[src/rtl/shifter_pkg.sv]
// Shared types for the rotate shifters: operand/shift-amount widths and the
// payload carried by each pipeline register.
package shifter_pkg;

    localparam int unsigned WIDTH   = 64;
    localparam int unsigned SHAMT_W = $clog2(WIDTH);
    localparam int unsigned TAG_W   = 4;

    typedef logic [WIDTH-1:0]   data_t;
    typedef logic [SHAMT_W-1:0] shamt_t;

    typedef struct packed {
        data_t              data;
        shamt_t             shamt;
        logic [TAG_W-1:0]   tag;
    } ror_pipe_t;

endpackage

[src/rtl/stage_if.sv]
// Connection bundle for one conditional rotate stage: operand in, select, result out.
interface stage_if;
    import shifter_pkg::*;

    data_t in;
    data_t out;
    logic  sig;

    modport stage (input in, input sig, output out);
    modport host  (output in, output sig, input out);

endinterface

[src/rtl/stage_ror.sv]
// One combinational barrel stage: rotates right by SHAMT when sig is set,
// otherwise passes the operand through.
module stage_ror
    import shifter_pkg::*;
#(
    parameter int unsigned SHAMT = 1
) (
    stage_if.stage s
);

    data_t rotated;

    assign rotated = {s.in[SHAMT-1:0], s.in[WIDTH-1:SHAMT]};
    assign s.out   = s.sig ? rotated : s.in;

endmodule

[src/rtl/ror_shifter_pipe.sv]
// Pipelined 64-bit rotate-right: six binary stages, a register after every
// second stage, valid/ready on both ends with collapsing bubbles.
module ror_shifter_pipe
    import shifter_pkg::ror_pipe_t;
    import shifter_pkg::data_t;
#(
    parameter int unsigned WIDTH   = 64,
    parameter int unsigned SHAMT_W = $clog2(WIDTH),
    parameter int unsigned TAG_W   = 4
) (
    input  logic               clk,
    input  logic               rst_n,
    input  logic               in_valid,
    output logic               in_ready,
    input  logic [WIDTH-1:0]   in_data,
    input  logic [SHAMT_W-1:0] in_shamt,
    input  logic [TAG_W-1:0]   in_tag,
    output logic               out_valid,
    input  logic               out_ready,
    output logic [WIDTH-1:0]   out_data,
    output logic [TAG_W-1:0]   out_tag,
    output logic               out_zero
);

    ror_pipe_t   p0, p1, p2;
    logic [2:0]  v;
    logic [2:0]  en;
    data_t [5:0] stage_in;
    data_t [5:0] stage_out;
    logic  [5:0] stage_sig;

    // A stage advances when it is empty or its successor advances, so a
    // bubble anywhere lets everything upstream of it move.
    assign en[2]    = !v[2] || out_ready;
    assign en[1]    = !v[1] || en[2];
    assign en[0]    = !v[0] || en[1];
    assign in_ready = en[0];

    assign stage_in[0] = in_data;
    assign stage_in[1] = stage_out[0];
    assign stage_in[2] = p0.data;
    assign stage_in[3] = stage_out[2];
    assign stage_in[4] = p1.data;
    assign stage_in[5] = stage_out[4];

    assign stage_sig = {p1.shamt[5:4], p0.shamt[3:2], in_shamt[1:0]};

    for (genvar k = 0; k < 6; k++) begin : g_stage
        stage_if sif ();

        assign sif.in       = stage_in[k];
        assign sif.sig      = stage_sig[k];
        assign stage_out[k] = sif.out;

        stage_ror #(.SHAMT(1 << k)) u_stage (.s(sif));
    end

    always_ff @(posedge clk) begin
        if (!rst_n) begin
            v <= '0;
        end else begin
            if (en[0]) v[0] <= in_valid;
            if (en[1]) v[1] <= v[0];
            if (en[2]) v[2] <= v[1];
        end
    end

    // Payload is only written when real data arrives; it is don't-care while its valid bit is low.
    always_ff @(posedge clk) begin
        if (en[0] && in_valid) p0 <= '{data: stage_out[1], shamt: in_shamt, tag: in_tag};
        if (en[1] && v[0])     p1 <= '{data: stage_out[3], shamt: p0.shamt, tag: p0.tag};
        if (en[2] && v[1])     p2 <= '{data: stage_out[5], shamt: p1.shamt, tag: p1.tag};
    end

    assign out_valid = v[2];
    assign out_data  = p2.data;
    assign out_tag   = p2.tag;
    assign out_zero  = (p2.data == '0);

    // Shift-amount bits already consumed upstream travel along but are never read.
    logic unused_shamt_bits;
    assign unused_shamt_bits = ^{p0.shamt[1:0], p1.shamt[3:0], p2.shamt};

endmodule
[config.mk]
export PLATFORM = sky130hd
export DESIGN_NAME = ror_shifter_pipe
export DESIGN_NICKNAME = d
export VERILOG_FILES = /design/src/rtl/shifter_pkg.sv /design/src/rtl/stage_if.sv /design/src/rtl/stage_ror.sv /design/src/rtl/ror_shifter_pipe.sv
export SDC_FILE = /design/constraint.sdc
export NUM_CORES = 1
export LEC_CHECK = 0
export CAP_MARGIN = 30
export CORE_MARGIN = 4
export CORE_UTILIZATION = 58
export DETAILED_ROUTE_END_ITERATION = 8
export DONT_BUFFER_PORTS = 1
export GPL_ROUTABILITY_DRIVEN = 1
export PLACE_DENSITY = 0.73
export SLEW_MARGIN = 20
export SYNTH_ARGS = -nofsm -noshare
export SYNTH_HDL_FRONTEND = slang
export SYNTH_SLANG_ARGS = --single-unit
[constraint.sdc]
create_clock -name clk -period 6.6 [get_ports clk]
set_input_delay 1.32 -clock clk [delete_from_list [all_inputs] [get_ports clk]]
set_output_delay 1.32 -clock clk [all_outputs]
set_load 0.01 [all_outputs]
Yosys cells after proc, flatten, opt, wreduce, memory -nomap -nowiden. Cells that the tools add are included.

Input bits: 78. Output and inout port bits: 71. Word-level logic and storage cells: 27. Flip-flop bits (word level): 219.

Reductions and logical operators: 10. Mux-type cells: 6.

Operator list (number): 64-bit 2-to-1 mux (6); 64-bit logical NOT (1); 1-bit logical AND (3); 1-bit logical NOT (3); 1-bit logical OR (3).

Depth between registers and ports, before layout. Gate-level depths: netlist of run 1.

Word-level depth: 5. Depth in mapped cells: 4. Mapped depth without buffers: 3.

Hierarchy. From an unflattened synthesis of run 1, not the netlist that was laid out.

Cells, all modules: 670. Area, all modules: 13036.3 sq um.

Modules (own cells, without submodules): ror_shifter_pipe (sequential area each 6366.1 sq um, times used 1, area each 6572.6 sq um, cells an instance 244); stage_ror (sequential area each 0.0 sq um, times used 6, area each 1077.3 sq um, cells an instance 71).

Worst setup path after synthesis of run 1. No wires, ideal clock.

Path type: input -> register. From: input port out_ready. To: register p1, in the netlist g_stage[4].sif.in[0], enable pin. Data required time: 5.995 ns. Path buffers: 0. Library setup time: 0.605 ns. Stages: 2. Data arrival time: 6.507 ns. Path slack: -0.512 ns. Path through: nor2b_1 > a21boi_0.

Word-level cells in the longest chain between the ends: 3.

Ends and longest elaborated chain: start, declared (line ror_shifter_pipe.sv:19) `input logic out_ready,`; 1-bit logical OR (line ror_shifter_pipe.sv:34) `assign en[2] = !v[2] || out_ready;`; 1-bit logical OR (line ror_shifter_pipe.sv:35) `assign en[1] = !v[1] || en[2];`; 1-bit logical AND (line ror_shifter_pipe.sv:71) `if (en[1] && v[0]) p1 <= '{data: stage_out[3], shamt: p0.shamt, tag: p0.tag};`; end signal, assigned (line ror_shifter_pipe.sv:71); end, declared (line ror_shifter_pipe.sv:25) `ror_pipe_t p0, p1, p2;`.

No other way between the ends. A chain may end at the register's enable or synchronous reset.

Worst setup path after layout of run 1.
From: register p2, in the netlist out_data[21]. To: output port out_zero.

Word-level cells in the longest chain between the ends: 1.

Ends and longest elaborated chain: start, declared (line ror_shifter_pipe.sv:25); start signal, assigned (line ror_shifter_pipe.sv:72) `if (en[2] && v[1]) p2 <= '{data: stage_out[5], shamt: p1.shamt, tag: p1.tag};`; 64-bit logical NOT (line ror_shifter_pipe.sv:78) `assign out_zero = (p2.data == '0);`; end, declared (line ror_shifter_pipe.sv:22) `output logic out_zero`.

No other way between the ends.

==> out/qor.csv, run 1 <==
metric,value,unit
clock-sinks,213,
grt-ovfl-total,0,
tritoncts,yes,
critPathMaxFanout,2,
finalHoldViolCount,0,
ant_nets,0,
grt_max_degree,71,
die_y,148,µm
gp_routability_congestion,0.850,
layout-drive-gt1-share,47.4,%
final.fill_count,1387,
route.vias.total,5438,
total_power,3.23,mW
cts_inserted_buffers,22,
first_pass_grt_wire_length,33400,µm
criticalPathCategory,register to output port,
avgViaCountPerCell,7.27,
hpwlAfterDp,16600,µm
die_footprint,22000,µm²
worst_slew_pin_slew,844,ps
grt_antenna_before_repair,1,
floorplan.initialDensity,58.8,%
final-max-slew-violation-count,0,
cts-htree-levels,1,
cp_data_required_time,5280,ps
first_global_vias,5473,
cts_resized,0,
synth.lib_cells_used.distinct,17,
die_width,148,µm
syn_avg_cell_area,23.9,µm²
timing.setup.tns,0,ps
synth.cell_area,11400,µm²
synthCells,478,
post-cts-setup-buffer-count,0,
io_buffers,0,
setup_crit_start_kind,register,
total_leakage_power,3.66,nW
layout_worst_path_cycle_share,55.7,%
cts-root-to-sink-buffers,3,
routedWlPerCell,29.6,µm
final_period_minus_worst_setup_slack,3670,ps
sequential_share_of_the_synthesized_area,55.8,%
gr-usage-all-layers,20.4,%
clock_insertion_delay_worst_skew,500,ps
type_of_the_tightest_min_delay_check,register to register,
fmax,272,MHz
finalSetupViolations,0,
cts_root_buffer,sky130_fd_sc_hd__clkbuf_16,
power_density,269,nW/µm²
insertedDiodeCount,0,
core.rowCount,51,
rsz_0062_raised_after_global_routing,no,
firstDrtPassIters,5,
irDropWorstVdd,154,µV
crit_arrival,2350,ps
critPathCaptureType,output port,
cts_hold_buffers,0,
result_of_the_run,finished clean,
placeableCoreArea,19400,µm²
postRouteWirelength,22100,µm
clk_pin_slew,60,ps
finClkSkew,11.5,ps
ys_ff_latch,213,
area_delta_synth_final,5.22,%
remaining_drc_errors,0,
synthesis_warnings,0,
ioPinCount,149,
cap_viol_max_count,0,
synthesis.nets,556,
net_count_final,546,
detail_route.iter0.violations,716,
worst_slew_margin_rel,43.7,%
## cell type report
type / instances / area [µm²] / share of cell area, %
clock buffers: 27 / 591 / 4.92
flip-flops and latches: 213 / 6370 / 53.0
repair buffers: 8 / 83.8 / 0.698
clock inverters: 12 / 63.8 / 0.531
multi-input cells: 222 / 4570 / 38.0
well taps: 265 / 332 / 2.76
inverters: 1 / 3.75 / 0.0313
## worst max-delay path, stage by stage, from the launching register on
cell and delay (ps):
sky130_fd_sc_hd__edfxtp_1 450, sky130_fd_sc_hd__nor4_1 690, sky130_fd_sc_hd__nand4_1 170, sky130_fd_sc_hd__nor4_1 560
## registers in the layout, indices dropped and copies added (netlist names)
name	flops
out_data	64
g_stage.sif.sig	4
g_stage.sif.in	128
out_tag	4
p0	6
v	3
p1	4
## worst paths after layout
| path | start | end | slack [ps] | cells past startpoint |
|---|---|---|---|---|
| max | out_data[21] | out_zero | 2930 | 3 |
| max reg2reg | v[2] | g_stage[2].sif.in[46] | 4560 | 3 |
| min | p1[2] | out_tag[2] | 420 | 0 |
| min reg2reg | p1[2] | out_tag[2] | 420 | 0 |
## Yosys cell counts
| cell | instances | area [µm²] |
|---|---|---|
| sky130_fd_sc_hd__a21boi_0 | 2 | 15.0 |
| sky130_fd_sc_hd__mux4_1 | 6 | 158 |
| sky130_fd_sc_hd__buf_2 | 8 | 40.0 |
| sky130_fd_sc_hd__inv_1 | 1 | 3.75 |
| sky130_fd_sc_hd__mux4_2 | 186 | 4190 |
| sky130_fd_sc_hd__nand3_1 | 1 | 5.00 |
| sky130_fd_sc_hd__buf_6 | 20 | 225 |
| sky130_fd_sc_hd__buf_4 | 3 | 22.5 |
| sky130_fd_sc_hd__edfxtp_1 | 210 | 6310 |
| sky130_fd_sc_hd__nand4_1 | 4 | 25.0 |
| sky130_fd_sc_hd__o21a_1 | 1 | 7.51 |
| sky130_fd_sc_hd__buf_12 | 11 | 220 |
| sky130_fd_sc_hd__a31oi_1 | 1 | 6.26 |
| sky130_fd_sc_hd__a21oi_1 | 1 | 5.00 |
| sky130_fd_sc_hd__nor4_1 | 17 | 106 |
| sky130_fd_sc_hd__nor2b_1 | 3 | 18.8 |
| sky130_fd_sc_hd__dfxtp_1 | 3 | 60.1 |
## power breakdown
part	leakage (nW)	switching [mW]	internal, mW	total [mW]
sequential	2.01	0.104	1.63	1.74
combinational	1.33	0.144	0.244	0.388
clock	0.317	0.475	0.635	1.11
## stage by stage
step	instance area, µm²	hold slack, ps	utilization [%]	instances	setup slack, ps
final	12000	418	61.9	748	2930
after global routing	12000	433	61.9	748	2840
after CTS	12000	418	61.9	748	2930
after detailed placement	11400	405	58.5	709	3110
after global placement	11300	402	58.4	708	3170
after floorplan	11400	400	-	478	1000
## cell families after synthesis
family,share of synthesized area (%)
mux,38.1
buf+inv,4.48
compound gates,0.296
flops,55.8
simple gates,1.36
## per-layer routing
metal	track usage, %	wire (µm)	vias up
li1	-	-	2231
met1	28.9	8410	2864
met2	32.6	10900	306
met3	4.75	2220	35
met4	5.96	556	2
met5	0	12	-
## layout by cell type (no fill, tap or decap)
cell                         netlist  final
sky130_fd_sc_hd__buf_6            20      1
sky130_fd_sc_hd__nand3_1           1      1
sky130_fd_sc_hd__inv_1             1      1
sky130_fd_sc_hd__buf_4             3      6
sky130_fd_sc_hd__edfxtp_1        210    210
sky130_fd_sc_hd__nor2b_1           3      2
sky130_fd_sc_hd__o21a_1            1      1
sky130_fd_sc_hd__dfxtp_1           3      3
sky130_fd_sc_hd__nor2b_4           0      1
sky130_fd_sc_hd__a21boi_0          2      1
sky130_fd_sc_hd__a21oi_1           1      1
sky130_fd_sc_hd__nand4_1           4      4
sky130_fd_sc_hd__nor4_1           17     17
sky130_fd_sc_hd__buf_16            0      1
sky130_fd_sc_hd__mux4_1            6      6
sky130_fd_sc_hd__clkbuf_1          0      4
sky130_fd_sc_hd__clkinvlp_4        0      3
sky130_fd_sc_hd__clkinv_1          0      3
sky130_fd_sc_hd__clkinv_2          0      6
sky130_fd_sc_hd__mux4_2          186    186
sky130_fd_sc_hd__clkbuf_16         0     23
sky130_fd_sc_hd__a31oi_4           0      1
sky130_fd_sc_hd__a21boi_4          0      1
Power figures use the tool's default switching activity.
==> inputs of run 2 (changes only) <==
Settings changed: CORE_UTILIZATION 58 to 60.
Clock period 6.6 ns to 3.8 ns, I/O delays scaled along.
==> run 2 against run 1 <==
Die area shrank 3.2%. Via count increased by 0.63%. Worst hold slack got worse by 63 ps. Register-to-register slack got worse by 2800 ps.
==> out/qor.csv, run 2 (synthesized netlist as in run 1, its figures left out) <==
metric,value,unit
result_of_the_run,finished clean,
die_y,146,µm
end_of_the_worst_hold_path,p0[3],
finClkSkew,6.73,ps
grt_antenna_before_repair,1,
cts_inserted_buffers,22,
gp_routability_congestion,0.838,
remaining_drc_errors,0,
criticalPathCategory,register to output port,
clk_pin_slew,60,ps
fmax,336,MHz
net_count_final,547,
routedWlPerCell,31.0,µm
worst_slew_pin_slew,874,ps
insertedDiodeCount,0,
layout_worst_path_cycle_share,78.3,%
hold_path_depth,0,
route.vias.total,5472,
cap_viol_max_count,0,
cts_hold_buffers,0,
top_layer_used,met5,
clock-sinks,213,
end_of_the_worst_register_to_register_path,p0[9],
crit_arrival,2220,ps
critPathMaxStageDelay,660,ps
io_buffers,0,
placeableCoreArea,18700,µm²
cts-htree-levels,1,
clock_insertion_delay_worst_skew,500,ps
final.fill_count,1237,
timing.setup.tns,0,ps
die_width,146,µm
footprint_of_the_multi_input_gates,4570,µm²
die_footprint,21300,µm²
core.rowCount,50,
post_route_m1_wl,8610,µm
grt-ovfl-total,0,
setup_crit_start_kind,register,
critPathMaxFanout,2,
gr-usage-all-layers,21.1,%
firstDrtPassIters,4,
detail_route.iter0.violations,787,
final_common_cell,sky130_fd_sc_hd__edfxtp_1,
cts_resized,0,
type_of_the_tightest_min_delay_check,primary input to register,
worst_slew_margin_rel,41.8,%
critPathBufInv,0,
cts_root_buffer,sky130_fd_sc_hd__clkbuf_16,
irDropWorstVdd,236,µV
first_pass_grt_wire_length,33900,µm
cts-root-to-sink-buffers,3,
r2r_start,v[2],
postRouteWirelength,22300,µm
hold_start,in_tag[3],
met3RoutedLength,1910,µm
final-max-slew-violation-count,0,
area.sequential,6370,µm²
route.met2.wl,11100,µm
first_global_vias,5423,
finalHoldViolCount,0,
critPathCaptureType,output port,
mostFrequentLayoutCells,"sky130_fd_sc_hd__edfxtp_1 (210), sky130_fd_sc_hd__mux4_2 (186), sky130_fd_sc_hd__clkbuf_16 (23)",
finalSetupViolations,0,
avgViaCountPerCell,7.63,
tritoncts,yes,
post-cts-setup-buffer-count,0,
ioPinCount,149,
worst-r2r-cell-count,3,
cp_cell_sequence,"nor4_1, nand4_1, nor4_1",
total_power,5.88,mW
rsz_0062_raised_after_global_routing,no,
final_period_minus_worst_setup_slack,2980,ps
cp_slowest_cell,sky130_fd_sc_hd__nor4_1,
floorplan.initialDensity,61.0,%
layout-drive-gt1-share,47.4,%
worst_path_most_repeated_cell,sky130_fd_sc_hd__nor4_1,
hpwlAfterDp,16600,µm
setup.reg_to_reg.worst_slack,1770,ps
cp_top_family,simple AND/OR/NAND/NOR gates,
total_leakage_power,3.71,nW
grt_max_degree,71,
area_delta_synth_final,5.65,%
ant_nets,0,
power_density,488,nW/µm²
max_ffs_per_register,128,
cp_data_required_time,3040,ps
## run 2: cell types whose count changed in the layout (fill, tap and decap cells not counted), moves of 2 or more
cell                         delta
sky130_fd_sc_hd__bufinv_16      +4
sky130_fd_sc_hd__clkinv_2       -3
sky130_fd_sc_hd__clkinvlp_4     -3
sky130_fd_sc_hd__buf_4          +2
sky130_fd_sc_hd__clkinv_1       +2
sky130_fd_sc_hd__clkbuf_1       -2
## run 2: per-layer routing
layer,global-route usage [%],up-vias
met3,4.08,44
met5,0,-
met2,34.0,312
li1,-,2232
met1,29.7,2882
met4,7.03,2
## run 2: power breakdown
part           internal [mW]  switching, mW  leakage (nW)  total [mW]
clock                   1.37          0.828         0.366        2.19
sequential              2.83          0.188          2.01        3.02
combinational          0.422          0.246          1.33       0.667
total                   4.62           1.26          3.71        5.88
## run 2: worst max path at each step
stage,from,end,slack [ps],cells after the start
floorplan,out_ready,g_stage[2].sif.in[0],240,2
global route,out_data[20],out_zero,580,3
detailed placement,out_data[20],out_zero,1320,3
finish,out_data[52],out_zero,820,3
CTS,out_data[20],out_zero,770,3
global placement,out_data[52],out_zero,1340,3
## run 2: cell type report
type,instances,area share [%]
Sequential cell,213,52.8
Clock buffer,25,4.84
Multi-Input combinational cell,222,37.9
Inverter,1,0.0311
Timing Repair Buffer,9,0.664
Clock inverter,13,1.35
Tap cell,234,2.43
## run 2: stage by stage
step	hold slack (ps)	std cells	util (%)	setup WS [ps]	cell area, µm²
after global routing	336	717	64.5	584	12100
after floorplan	400	478	-	242	11400
after CTS	328	717	64.5	771	12100
after detailed placement	405	679	60.5	1320	11300
after global placement	404	679	60.5	1340	11300
final	355	717	64.5	823	12100
